### src/rtl/pixie_scandoubler.sv
// rtl/pixie_scandoubler.sv - CDP1861 line doubler: two-bank line store replayed twice per input line.
// Optional PIXIE_SCANLINE_EN: second pass of each line is dimmed to half intensity.
module pixie_scandoubler #(
    parameter int          LINE_PIXELS = 112,
    parameter int          HSYNC_WIDTH = 8,
    parameter logic [23:0] FG_RGB      = 24'hFFFFFF,
    parameter logic [23:0] BG_RGB      = 24'h000000
) (
    input  logic       clk,
    input  logic       reset,
    input  logic       ce_pix_in,
    input  logic       ce_pix_out,
    input  logic       video_in,
    input  logic       hsync_in,
    input  logic       vsync_in,
    input  logic       hblank_in,
    input  logic       vblank_in,
    output logic [7:0] r,
    output logic [7:0] g,
    output logic [7:0] b,
    output logic       hs_out,
    output logic       vs_out,
    output logic       hblank_out,
    output logic       vblank_out,
    output logic       de_out,
    output logic       overflow
);

    localparam int PW = $clog2(LINE_PIXELS + 1);
    localparam logic [PW-1:0] MAX_PTR = PW'(LINE_PIXELS);
    localparam logic [PW-1:0] HS_LEN  = PW'(HSYNC_WIDTH);

    typedef enum logic [1:0] {IDLE, PASS0, PASS1, WAIT} state_t;

    logic [1:0]    line_buf [2][LINE_PIXELS];
    logic          hsync_q;
    logic          hs_edge;
    logic          wr_bank;
    logic [PW-1:0] wr_ptr;
    logic [PW-1:0] len;
    logic          vs_lat;
    logic          vb_lat;
    logic          synced;

    state_t        state, state_n;
    logic          rd_bank, rd_bank_n;
    logic [PW-1:0] rd_ptr, rd_ptr_n;
    logic [PW-1:0] last_ptr;

    logic [1:0]    rd_data;
    logic          s1_active;
    logic          s1_hs;
    logic          s1_vs;
    logic          s1_vb;
    logic          ce_q;
`ifdef PIXIE_SCANLINE_EN
    logic          s1_pass1;
`endif

    logic          hb_n;
    logic          de_n;
    logic [23:0]   rgb_n;

    assign hs_edge  = ce_pix_in & hsync_in & ~hsync_q;
    assign last_ptr = len - 1'b1;

    // Line store: plain RAM, no reset; the pixel on the hsync edge tick is not stored
    always_ff @(posedge clk) begin
        if (ce_pix_in && !hs_edge && (wr_ptr < MAX_PTR))
            line_buf[wr_bank][wr_ptr] <= {video_in, hblank_in};
        if (ce_pix_out)
            rd_data <= line_buf[rd_bank][rd_ptr];
    end

    always_ff @(posedge clk or negedge reset) begin
        if (!reset) begin
            hsync_q  <= 1'b0;
            wr_bank  <= 1'b0;
            wr_ptr   <= '0;
            len      <= '0;
            vs_lat   <= 1'b0;
            vb_lat   <= 1'b0;
            synced   <= 1'b0;
            overflow <= 1'b0;
        end else begin
            if (ce_pix_in)
                hsync_q <= hsync_in;
            if (hs_edge) begin
                len     <= wr_ptr;
                wr_ptr  <= '0;
                wr_bank <= ~wr_bank;
                vs_lat  <= vsync_in;
                vb_lat  <= vblank_in;
                synced  <= 1'b1;
            end else if (ce_pix_in) begin
                if (wr_ptr < MAX_PTR)
                    wr_ptr <= wr_ptr + 1'b1;
                else
                    overflow <= 1'b1;
            end
        end
    end

    always_ff @(posedge clk or negedge reset) begin
        if (!reset) begin
            state   <= IDLE;
            rd_bank <= 1'b0;
            rd_ptr  <= '0;
        end else begin
            state   <= state_n;
            rd_bank <= rd_bank_n;
            rd_ptr  <= rd_ptr_n;
        end
    end

    // The line captured between reset release and the first edge is partial, so it is never replayed
    always_comb begin
        state_n   = state;
        rd_bank_n = rd_bank;
        rd_ptr_n  = rd_ptr;
        if (hs_edge) begin
            rd_bank_n = wr_bank;
            rd_ptr_n  = '0;
            state_n   = (synced && (wr_ptr != '0)) ? PASS0 : WAIT;
        end else if (ce_pix_out) begin
            case (state)
                PASS0: begin
                    if (rd_ptr == last_ptr) begin
                        rd_ptr_n = '0;
                        state_n  = PASS1;
                    end else begin
                        rd_ptr_n = rd_ptr + 1'b1;
                    end
                end
                PASS1: begin
                    if (rd_ptr == last_ptr) begin
                        rd_ptr_n = '0;
                        state_n  = WAIT;
                    end else begin
                        rd_ptr_n = rd_ptr + 1'b1;
                    end
                end
                default: ;
            endcase
        end
    end

    // Sideband travels alongside the registered RAM read so it lines up with rd_data
    always_ff @(posedge clk or negedge reset) begin
        if (!reset) begin
            s1_active <= 1'b0;
            s1_hs     <= 1'b0;
            s1_vs     <= 1'b0;
            s1_vb     <= 1'b0;
            ce_q      <= 1'b0;
`ifdef PIXIE_SCANLINE_EN
            s1_pass1  <= 1'b0;
`endif
        end else begin
            ce_q <= ce_pix_out;
            if (ce_pix_out) begin
                s1_active <= (state == PASS0) || (state == PASS1);
                s1_hs     <= ((state == PASS0) || (state == PASS1)) && (rd_ptr < HS_LEN);
                s1_vs     <= vs_lat;
                s1_vb     <= vb_lat;
`ifdef PIXIE_SCANLINE_EN
                s1_pass1  <= (state == PASS1);
`endif
            end
        end
    end

    always_comb begin
        hb_n  = ~s1_active | rd_data[0];
        de_n  = ~(hb_n | s1_vb);
        rgb_n = 24'h0;
        if (de_n)
            rgb_n = rd_data[1] ? FG_RGB : BG_RGB;
`ifdef PIXIE_SCANLINE_EN
        if (s1_pass1)
            rgb_n = {1'b0, rgb_n[23:17], 1'b0, rgb_n[15:9], 1'b0, rgb_n[7:1]};
`endif
    end

    always_ff @(posedge clk or negedge reset) begin
        if (!reset) begin
            r          <= 8'h0;
            g          <= 8'h0;
            b          <= 8'h0;
            hs_out     <= 1'b0;
            vs_out     <= 1'b0;
            hblank_out <= 1'b0;
            vblank_out <= 1'b0;
            de_out     <= 1'b0;
        end else if (ce_q) begin
            {r, g, b}  <= rgb_n;
            hs_out     <= s1_hs;
            vs_out     <= s1_vs;
            hblank_out <= hb_n;
            vblank_out <= s1_vb;
            de_out     <= de_n;
        end
    end

endmodule

### config.mk
export PLATFORM = sky130hd
export DESIGN_NAME = pixie_scandoubler
export DESIGN_NICKNAME = d
export VERILOG_FILES = /design/src/rtl/pixie_scandoubler.sv
export SDC_FILE = /design/constraint.sdc
export NUM_CORES = 1
export LEC_CHECK = 0
export CORE_MARGIN = 10
export CORE_UTILIZATION = 62
export DETAILED_ROUTE_END_ITERATION = 16
export PLACE_DENSITY = 0.83
export REMOVE_ABC_BUFFERS = 1
export SYNTH_ARGS = -nofsm -noshare
export SYNTH_HDL_FRONTEND = slang
export SYNTH_SLANG_ARGS = --single-unit
### constraint.sdc
create_clock -name clk -period 2.8 [get_ports clk]
set_input_delay 0.28 -clock clk [delete_from_list [all_inputs] [get_ports clk]]
set_output_delay 0.28 -clock clk [all_outputs]
set_load 0.1 [all_outputs]
Word-level counts from Yosys, hierarchy flattened --
Memory sizes are Yosys's and may differ from the RTL's. Index checks and enable logic that the tools add are counted. Widths: inputs -> output; s select.
Storage, ports and cells: register bits after elaboration 66, latch bits 0, bits in writable memories 448, memory bits (read-only) 0, input port bits 9, output and inout bits 30, word-level logic and storage cells 91, memories 1
Operators by class: add/subtract/negate cells 3, multipliers 0, divide/modulo/power cells 0, $lt $le $gt $ge 5, equality and inequality tests 5, shift-type cells 0, mux-type cells 22, bitwise gates (word level) 12, reductions and logical operators 18
Memories:
- line_buf | words 2, width 224, read ports 1, clocked after memory_dff 0, write ports 1, RTL line 35 | logic [1:0] line_buf [2][LINE_PIXELS];
Operators by type and width (count):
- $mux 224 | 1
- $mux 7 | 7
- $mux 24 | 2
- $ge 8x8->1 const B | 2
- $mux 2 | 8
- $not 7->8 | 2
- $add 7x1->7 const B | 2
- $bmux 2 s7 | 1
- $demux 2 s7 | 1
- $lt 8x1->1 const B | 1
- $reduce_bool 2->1 | 4
- $eq 7x7->1 | 1
- $lt 7x4->1 const B | 1
- $lt 7x7->1 const B | 1
- $reduce_bool 7->1 | 1
- $sub 7x1->7 const B | 1
- $ne 3x3->1 const B | 2
- $not 1->1 | 6
- $logic_and 1x1->1 | 5
- $pmux 2 s2 | 1
- $reduce_and 2->1 | 2
- $reduce_and 4->1 | 1
- $reduce_and 3->1 | 1
- $reduce_bool 3->1 | 1
- 8 further kinds | 10

Depth between registers and ports, before layout --
Gate-level depths: netlist of the first run.
word-level depth 7, depth in mapped cells 12, depth with buffers taken out 8

Worst setup path before layout of the first run --
No wires, ideal clock.
path kind register to register, from register rd_bank, to register rd_data[0], data pin, library setup time 0.257 ns, data arrival time 2.150 ns, data required time 2.543 ns, path slack 0.393 ns, stages on the path, launching flop included 10, path buffers 3, period minus slack after synthesis 2.407 ns, path through dfrtp_1 > buf_4 > buf_6 > buf_4 > mux4_2 > a221oi_1 > o21ai_0 > nand3_1 > o311ai_0 > a32o_1
Between the ends: longest elaborated chain between the ends 4
Ends and longest elaborated chain:
- start: declaration | RTL line 46 | logic rd_bank, rd_bank_n;
- start signal: assignment | RTL line 111 | rd_bank <= rd_bank_n;
- $mem_v2 2x224
- $bmux 2 s7 | RTL line 72 | rd_data <= line_buf[rd_bank][rd_ptr];
- $mux 2 (implied by the code) (2 in series) | RTL line 72
- end signal: assignment | RTL line 72
- end: declaration | RTL line 50 | logic [1:0] rd_data;
Every way passes these cells. The select of a mux whose other input is x is not followed. A chain may end at the register's enable or synchronous reset.

Worst setup path after layout of the first run --
from register rd_bank, to register rd_data[1], data pin
The elaborated chain is that of the path after synthesis.

==> results.ini, run 1 <==
[status]
status=completed

[final_layout]
n_antenna_cell=0
fin_util_pct=71.0
syn_to_final_growth_pct=12.4
drive_above_1_share_pct=21.6
final-seq-area_um2=14500
nFillCells=1920
stdcell_area_um2=23200
multi_input_area_um2=5370
nets=1384

[setup_path]
crit_family=compound AO/OA/AOI/OAI gates
slowest_delay_ns=0.58
critical_path.startpoint_type=flip-flop
critPathBufInv=1
worstPathCellList=buf_12 -> mux4_2 -> a2111oi_0 -> a221oi_1 -> o311ai_0 -> o41ai_1
crit_type=flip-flop to flip-flop
slowest_stage=a2111oi_0
cp_max_fo=5
worst_ep_required_time_ns=3.11
crit_arrival_ns=3.10
end_kind=flip-flop

[drt]
drtIter0Drc=1720
routedWlPerCell_um=27.2
vias_per_cell=6.67
post-route-drc-count=0
wl_mm=50.3
ant_nets=0
firstDrtPassIters=5
vias=12323

[timing]
finalHoldViolCount=0
setup_viol_count_final=0
clock.fmax_ghz=0.358
finalSetupTns_ns=0
finalWorstSetupSlack_ns=0.00969
layout_min_cycle_time_ns=2.79
finalMaxSlewViolations=0
min_period_over_period_pct=99.7
fin_worst_skew_ns=0.0224
max-slew-margin-rel_pct=33.4
worst_slew_pin_slew_ns=1.00

[global_route]
grt_antenna_before_repair=1
globalRouteMet1Util_pct=31.8
gr-usage-all-layers_pct=24.5
grt_overflow=0
grt_pass1_vias=12706
grt_max_degree=90
grt_use_met3_pct=5.60
grt_util_met2_pct=38.5
grt_busiest_layer=met2
grt_pass1_wl_mm=76.6

[pwr]
ir_drop_mv=0.712
power.leakage_uw=0.00757
power_density_nw_per_um2=887
p_total_uw=20500

[synth]
synth_top_area_cell=edfxtp_1
ys_types=57
synth_most_common_cell=edfxtp_1
synth_cells=1302
yosysWarnings=0
synth_top_cell_area_share_pct=65.6
avgSynthCellArea_um2=15.8
yosys-top-cells-count=450 x edfxtp_1, 254 x nor2_1, 92 x mux4_2
ys_seq_elements=491
synth.area.top_cells=edfxtp_1 66%, mux4_2 10%, dfrtp_1 5.0%
synth_seq_area_share_pct=70.6
ys.flop_type=edfxtp_1
syn_area_um2=20600
synth-edff-count=450
synthArstFlopShare_pct=8.35

[placement]
gp_congestion=0.894
port-buffer-count=38
preCtsSetupSlack_ns=0.0791
post-dp-hpwl_mm=30.9
place_area_um2=21600

[floorplanning]
die-area_um2=40900
core_um2=32600
initial_core_util_pct=63.1
die_y_um=202
fp.dieW_um=202
rows=66
io-pin-count=39

[clock_network]
clock-root-buffer=clkbuf_16
cts_made_buffers=48
cts_tree=done
htreeDepth=2
cts.clk_slew.worst_paths_ns=0.06
cts_sinks=491
clkLatencyLatePin_ns=0.58
cts_setup_buffers=0
clockBufferDepth=3

[hold_path]
hold_path_class=primary input to flip-flop

[run]
maxCapViolCount=0

-- stage by stage --
stage | hold slack, ns | instances
after floorplan | -0.0156 | 1191
after detailed placement | 0.461 | 1760
after global placement | 0.458 | 1760
after CTS | 0.165 | 1847
after global routing | 0.183 | 1847
final | 0.176 | 1847
-- layout by cell type, fill, tap and decap left out, types with 6 or more instances in the layout --
cell type / Yosys / final
edfxtp_1: 450 / 450
nor2_1: 254 / 254
buf_4: 34 / 108
mux4_2: 92 / 92
nand2_1: 71 / 71
mux2i_1: 50 / 48
clkbuf_16: 0 / 48
dfrtp_1: 41 / 39
o21ai_0: 25 / 24
a21oi_1: 24 / 23
nand3_1: 17 / 17
a22oi_1: 17 / 17
inv_1: 15 / 15
a221oi_1: 13 / 12
nor3_1: 12 / 12
xnor2_1: 12 / 12
clkbuf_1: 55 / 12
nor2b_1: 9 / 9
buf_12: 0 / 9
clkbuf_8: 3 / 8
o221ai_1: 7 / 7
mux2_2: 7 / 7
xor2_1: 7 / 7
clkinv_2: 0 / 7
ha_1: 6 / 6
-- per-layer routing --
metal	vias to the layer above	wire length [um]	share of wire [%]
met5	-	13	0.026
met1	6169	17500	35
met3	177	6230	12
met4	2	2790	5.6
li1	5070	-	-
met2	905	23700	47
-- state kept, by name (all words and copies together), names as in the netlist, 2 cells and up --
name and count:
line_buf 448, len 7, rd_ptr 7, wr_ptr 7, rd_data 2, state 2
-- path summary, 6_finish.rpt --
| path | cells after the start | slack, ns | endpoint | start |
|---|---|---|---|---|
| max in group asynchronous | 2 | 1.63 | rd_bank$_DFFE_PN0P_ | reset |
| min in group asynchronous | 2 | 0.44 | de_out$_DFFE_PN0P_ | reset |
| worst min-delay path | 1 | 0.18 | line_buf[0][157]$_DFFE_PP_ | video_in |
| worst max register to register | 6 | 0.01 | rd_data[1]$_DFFE_PP_ | rd_bank$_DFFE_PN0P_ |
| worst max-delay path | 6 | 0.01 | rd_data[1]$_DFFE_PP_ | rd_bank$_DFFE_PN0P_ |
| worst min register to register | 1 | 0.48 | overflow$_DFFE_PN0P_ | overflow$_DFFE_PN0P_ |
-- worst register-to-register path, delay by kind of cell (launching register included) --
family          cells  cell delay (ns)
flops               1             0.49
buf+inv             1             0.15
mux                 1             0.49
compound gates      4             1.41
-- layout make-up --
cell class,instances,share of cell area [%]
clock inverter,18,0.724
timing repair buffer,128,4.76
multi-input combinational,684,23.2
sequential,491,62.8
clock buffer,68,5.86
tap,442,2.39
inverter,16,0.259
-- power by group --
group | switching, uW | internal [uW]
combinational | 3490 | 2250
sequential | 314 | 8230
clock | 2680 | 3570
-- cell families (layout without fill, tap and decap cells) --
family / count (synthesis) / in the layout / share of synthesized area (%)
flops: 491 / 491 / 70.6
simple gates: 387 / 387 / 7.70
mux: 149 / 149 / 12.9
buf+inv: 127 / 230 / 3.46
compound gates: 122 / 122 / 4.08
xor+xnor: 20 / 20 / 0.942
fa+ha+maj: 6 / 6 / 0.364
-- repair_timing --
| item | CTS | global route |
|---|---|---|
| hold endpoints to repair | 41 | 0 |
| setup endpoints to repair | 0 | 3 |
| resized for setup | 0 | 8 |
| hold buffers | 1 | 0 |
Power figures use the tool's default switching activity.
==> run 2, diff against run 1 <==
--- a/config.mk
+++ b/config.mk
@@ -10,6 +10,7 @@
 export DETAILED_ROUTE_END_ITERATION = 16
 export PLACE_DENSITY = 0.83
 export REMOVE_ABC_BUFFERS = 1
+export SKIP_CTS_REPAIR_TIMING = 1
 export SYNTH_ARGS = -nofsm -noshare
 export SYNTH_HDL_FRONTEND = slang
 export SYNTH_SLANG_ARGS = --single-unit
==> run 2 against run 1 <==
Compared with the run above: count of clock-buffer cells in the layout is the same; global-route usage is essentially flat; core utilization is the same; via count shrank 0.55%; clock power is essentially flat; register-to-register slack gained 0.05 ns; wire length shrank 0.19%; die area is the same; critical path type unchanged; largest cell class unchanged; largest power group unchanged.
==> results.ini, run 2 (synthesis results as in run 1) <==
[floorplanning]
io-pin-count=39  ; unchanged
core_um2=32600  ; unchanged
fp.dieW_um=202  ; unchanged
initial_core_util_pct=63.1  ; unchanged
die_y_um=202  ; unchanged
die-area_um2=40900  ; unchanged
rows=66  ; unchanged

[clock_network]
htreeDepth=2  ; unchanged
clock-root-buffer=clkbuf_16  ; unchanged
cts_tree=done  ; unchanged
cts.clk_slew.worst_paths_ns=0.06  ; about the same
clockBufferDepth=3  ; unchanged
cts_sinks=491  ; unchanged
cts_made_buffers=48  ; unchanged
clkLatencyLatePin_ns=0.58  ; about the same

[hold_path]
hold_path_class=primary input to flip-flop  ; unchanged
whs_path_depth=1  ; unchanged
hold_end=line_buf[0][157]$_DFFE_PP_  ; unchanged
hp-start=video_in  ; unchanged

[setup_path]
crit_arrival_ns=3.05  ; was 3.10 ns
worst_ep_required_time_ns=3.11  ; about the same
r2r_end=rd_data[0]$_DFFE_PP_  ; was rd_data[1]$_DFFE_PP_
critical_path.startpoint_type=flip-flop  ; unchanged
end_kind=flip-flop  ; unchanged
r2r_slack_ns=0.06  ; was 0.01 ns
crit_type=flip-flop to flip-flop  ; unchanged
ff2ff_path_depth=7  ; was 6
cp_max_fo=20  ; was 5
r2r_start=rd_ptr[0]$_DFFE_PN0P_  ; was rd_bank$_DFFE_PN0P_

[global_route]
grt_use_met3_pct=5.61  ; was 5.60%
grt_pass1_vias=12703  ; was 12,706
grt_overflow=0  ; unchanged
gr-usage-all-layers_pct=24.5  ; about the same
grt_pass1_wl_mm=76.5  ; was 76.6 mm
grt_max_degree=90  ; unchanged
globalRouteMet1Util_pct=31.7  ; was 31.8%
grt_antenna_before_repair=1  ; unchanged
grt_busiest_layer=met2  ; unchanged
grt_util_met2_pct=38.4  ; was 38.5%

[timing]
finalMaxSlewViolations=0  ; unchanged
setup_viol_count_final=0  ; unchanged
min_period_over_period_pct=97.8  ; was 99.7%
finalHoldViolCount=0  ; unchanged
fin_worst_skew_ns=0.0230  ; was 0.0224 ns
worst_slew_pin_slew_ns=1.01  ; was 1.00 ns
clock.fmax_ghz=0.365  ; was 0.358 GHz
finalWorstSetupSlack_ns=0.0605  ; was 0.00969 ns
layout_min_cycle_time_ns=2.74  ; was 2.79 ns
max-slew-margin-rel_pct=32.8  ; was 33.4%

[final_layout]
multi_input_area_um2=5370  ; unchanged
nets=1384  ; unchanged
final-seq-area_um2=14500  ; unchanged
n_antenna_cell=0  ; unchanged
layout_common_cells=450 x edfxtp_1, 254 x nor2_1, 108 x buf_4, 92 x mux4_2, 71 x nand2_1  ; unchanged
drive_above_1_share_pct=21.6  ; unchanged
largest_reg_flops=448  ; unchanged
final_common_cell=edfxtp_1  ; unchanged
fin_util_pct=71.0  ; unchanged
regMostFlops=line_buf  ; unchanged
nFillCells=1920  ; unchanged
syn_to_final_growth_pct=12.4  ; unchanged

[drt]
routedWlPerCell_um=27.2  ; about the same
vias_per_cell=6.64  ; was 6.67
wl_mm=50.2  ; was 50.3 mm
drtIter0Drc=1605  ; was 1,720
vias=12255  ; was 12,323
firstDrtPassIters=6  ; was 5
post-route-drc-count=0  ; unchanged
ant_nets=0  ; unchanged

[pwr]
power.share.switching_pct=31.6  ; about the same
ir_drop_mv=0.713  ; was 0.712 mV
power.leakage_uw=0.00757  ; unchanged
switchingPower_uw=6480  ; about the same
intPower_uw=14000  ; about the same
combinationalPowerShare_pct=28.0  ; about the same
power_density_nw_per_um2=886  ; was 887 nW/um^2
seqPwrFrac_pct=41.6  ; about the same
pwr-share-clk_pct=30.4  ; about the same

[status]
status=completed  ; unchanged

[placement]
port-buffer-count=38  ; unchanged
preCtsSetupSlack_ns=0.0791  ; unchanged
post-dp-hpwl_mm=30.9  ; unchanged
gp_congestion=0.894  ; unchanged

[run]
maxCapViolCount=0  ; unchanged

run 2: cell counts in the layout (fill, tap and decap cells not counted):
No cell type changed its count.
run 2: per-stage QoR:
stage	power [uW]	setup TNS [ns]	hold WS [ns]	cells	cell area, um^2
final	20500	0	0.179	1847	23200
after global routing	21200	-0.00123	0.183	1847	23200
after CTS	20400	0	-0.120	1846	23100
after detailed placement	14200	0	0.461	1760	21600
after global placement	14100	0	0.458	1760	21600
after floorplan	12000	-317.69	-0.0156	1191	19900
run 2: final cells by class:
type	instances	share of cell area, %
sequential	491	62.8
inverter	16	0.259
clock inverter	18	0.724
timing repair buffer	128	4.76
tap	442	2.39
multi-input combinational	684	23.2
clock buffer	68	5.86
run 2: how the worst max path moves through the flow:
stage / slack [ns] / cells after the start / startpoint / end
floorplan: -12.47 / 2 / r[6]$_DFFE_PN0P_ / r[6]$_DFFE_PN0P_
finish: 0.06 / 7 / rd_ptr[0]$_DFFE_PN0P_ / rd_data[0]$_DFFE_PP_
global placement: 0.09 / 7 / rd_bank$_DFFE_PN0P_ / rd_data[1]$_DFFE_PP_
detailed placement: 0.08 / 7 / rd_bank$_DFFE_PN0P_ / rd_data[1]$_DFFE_PP_
CTS: 0.08 / 6 / rd_ptr[0]$_DFFE_PN0P_ / rd_data[0]$_DFFE_PP_
global route: -0.001 / 9 / rd_bank$_DFFE_PN0P_ / rd_data[0]$_DFFE_PP_
run 2: power by group through the flow:
stage	Clock, uW	Combinational (uW)	Sequential (uW)
after floorplan	0	2620	9410
after global placement	0	5430	8640
final	6240	5740	8540
after CTS	6300	5630	8520
after detailed placement	0	5560	8670
after global routing	6600	6000	8560
run 2: critical path: stages, from the launching register on:
cell and delay (ns):
dfrtp_4 0.50, buf_4 0.24, buf_4 0.32, mux4_2 0.37
a22o_1 0.28, a211oi_1 0.27, o311ai_0 0.18, a32o_1 0.29
run 2: per-layer routing:
| layer | up-vias | part of all wire, % |
|---|---|---|
| met4 | 2 | 5.7 |
| met5 | - | 0.026 |
| met3 | 187 | 12 |
| li1 | 5073 | - |
| met1 | 6104 | 35 |
| met2 | 889 | 47 |
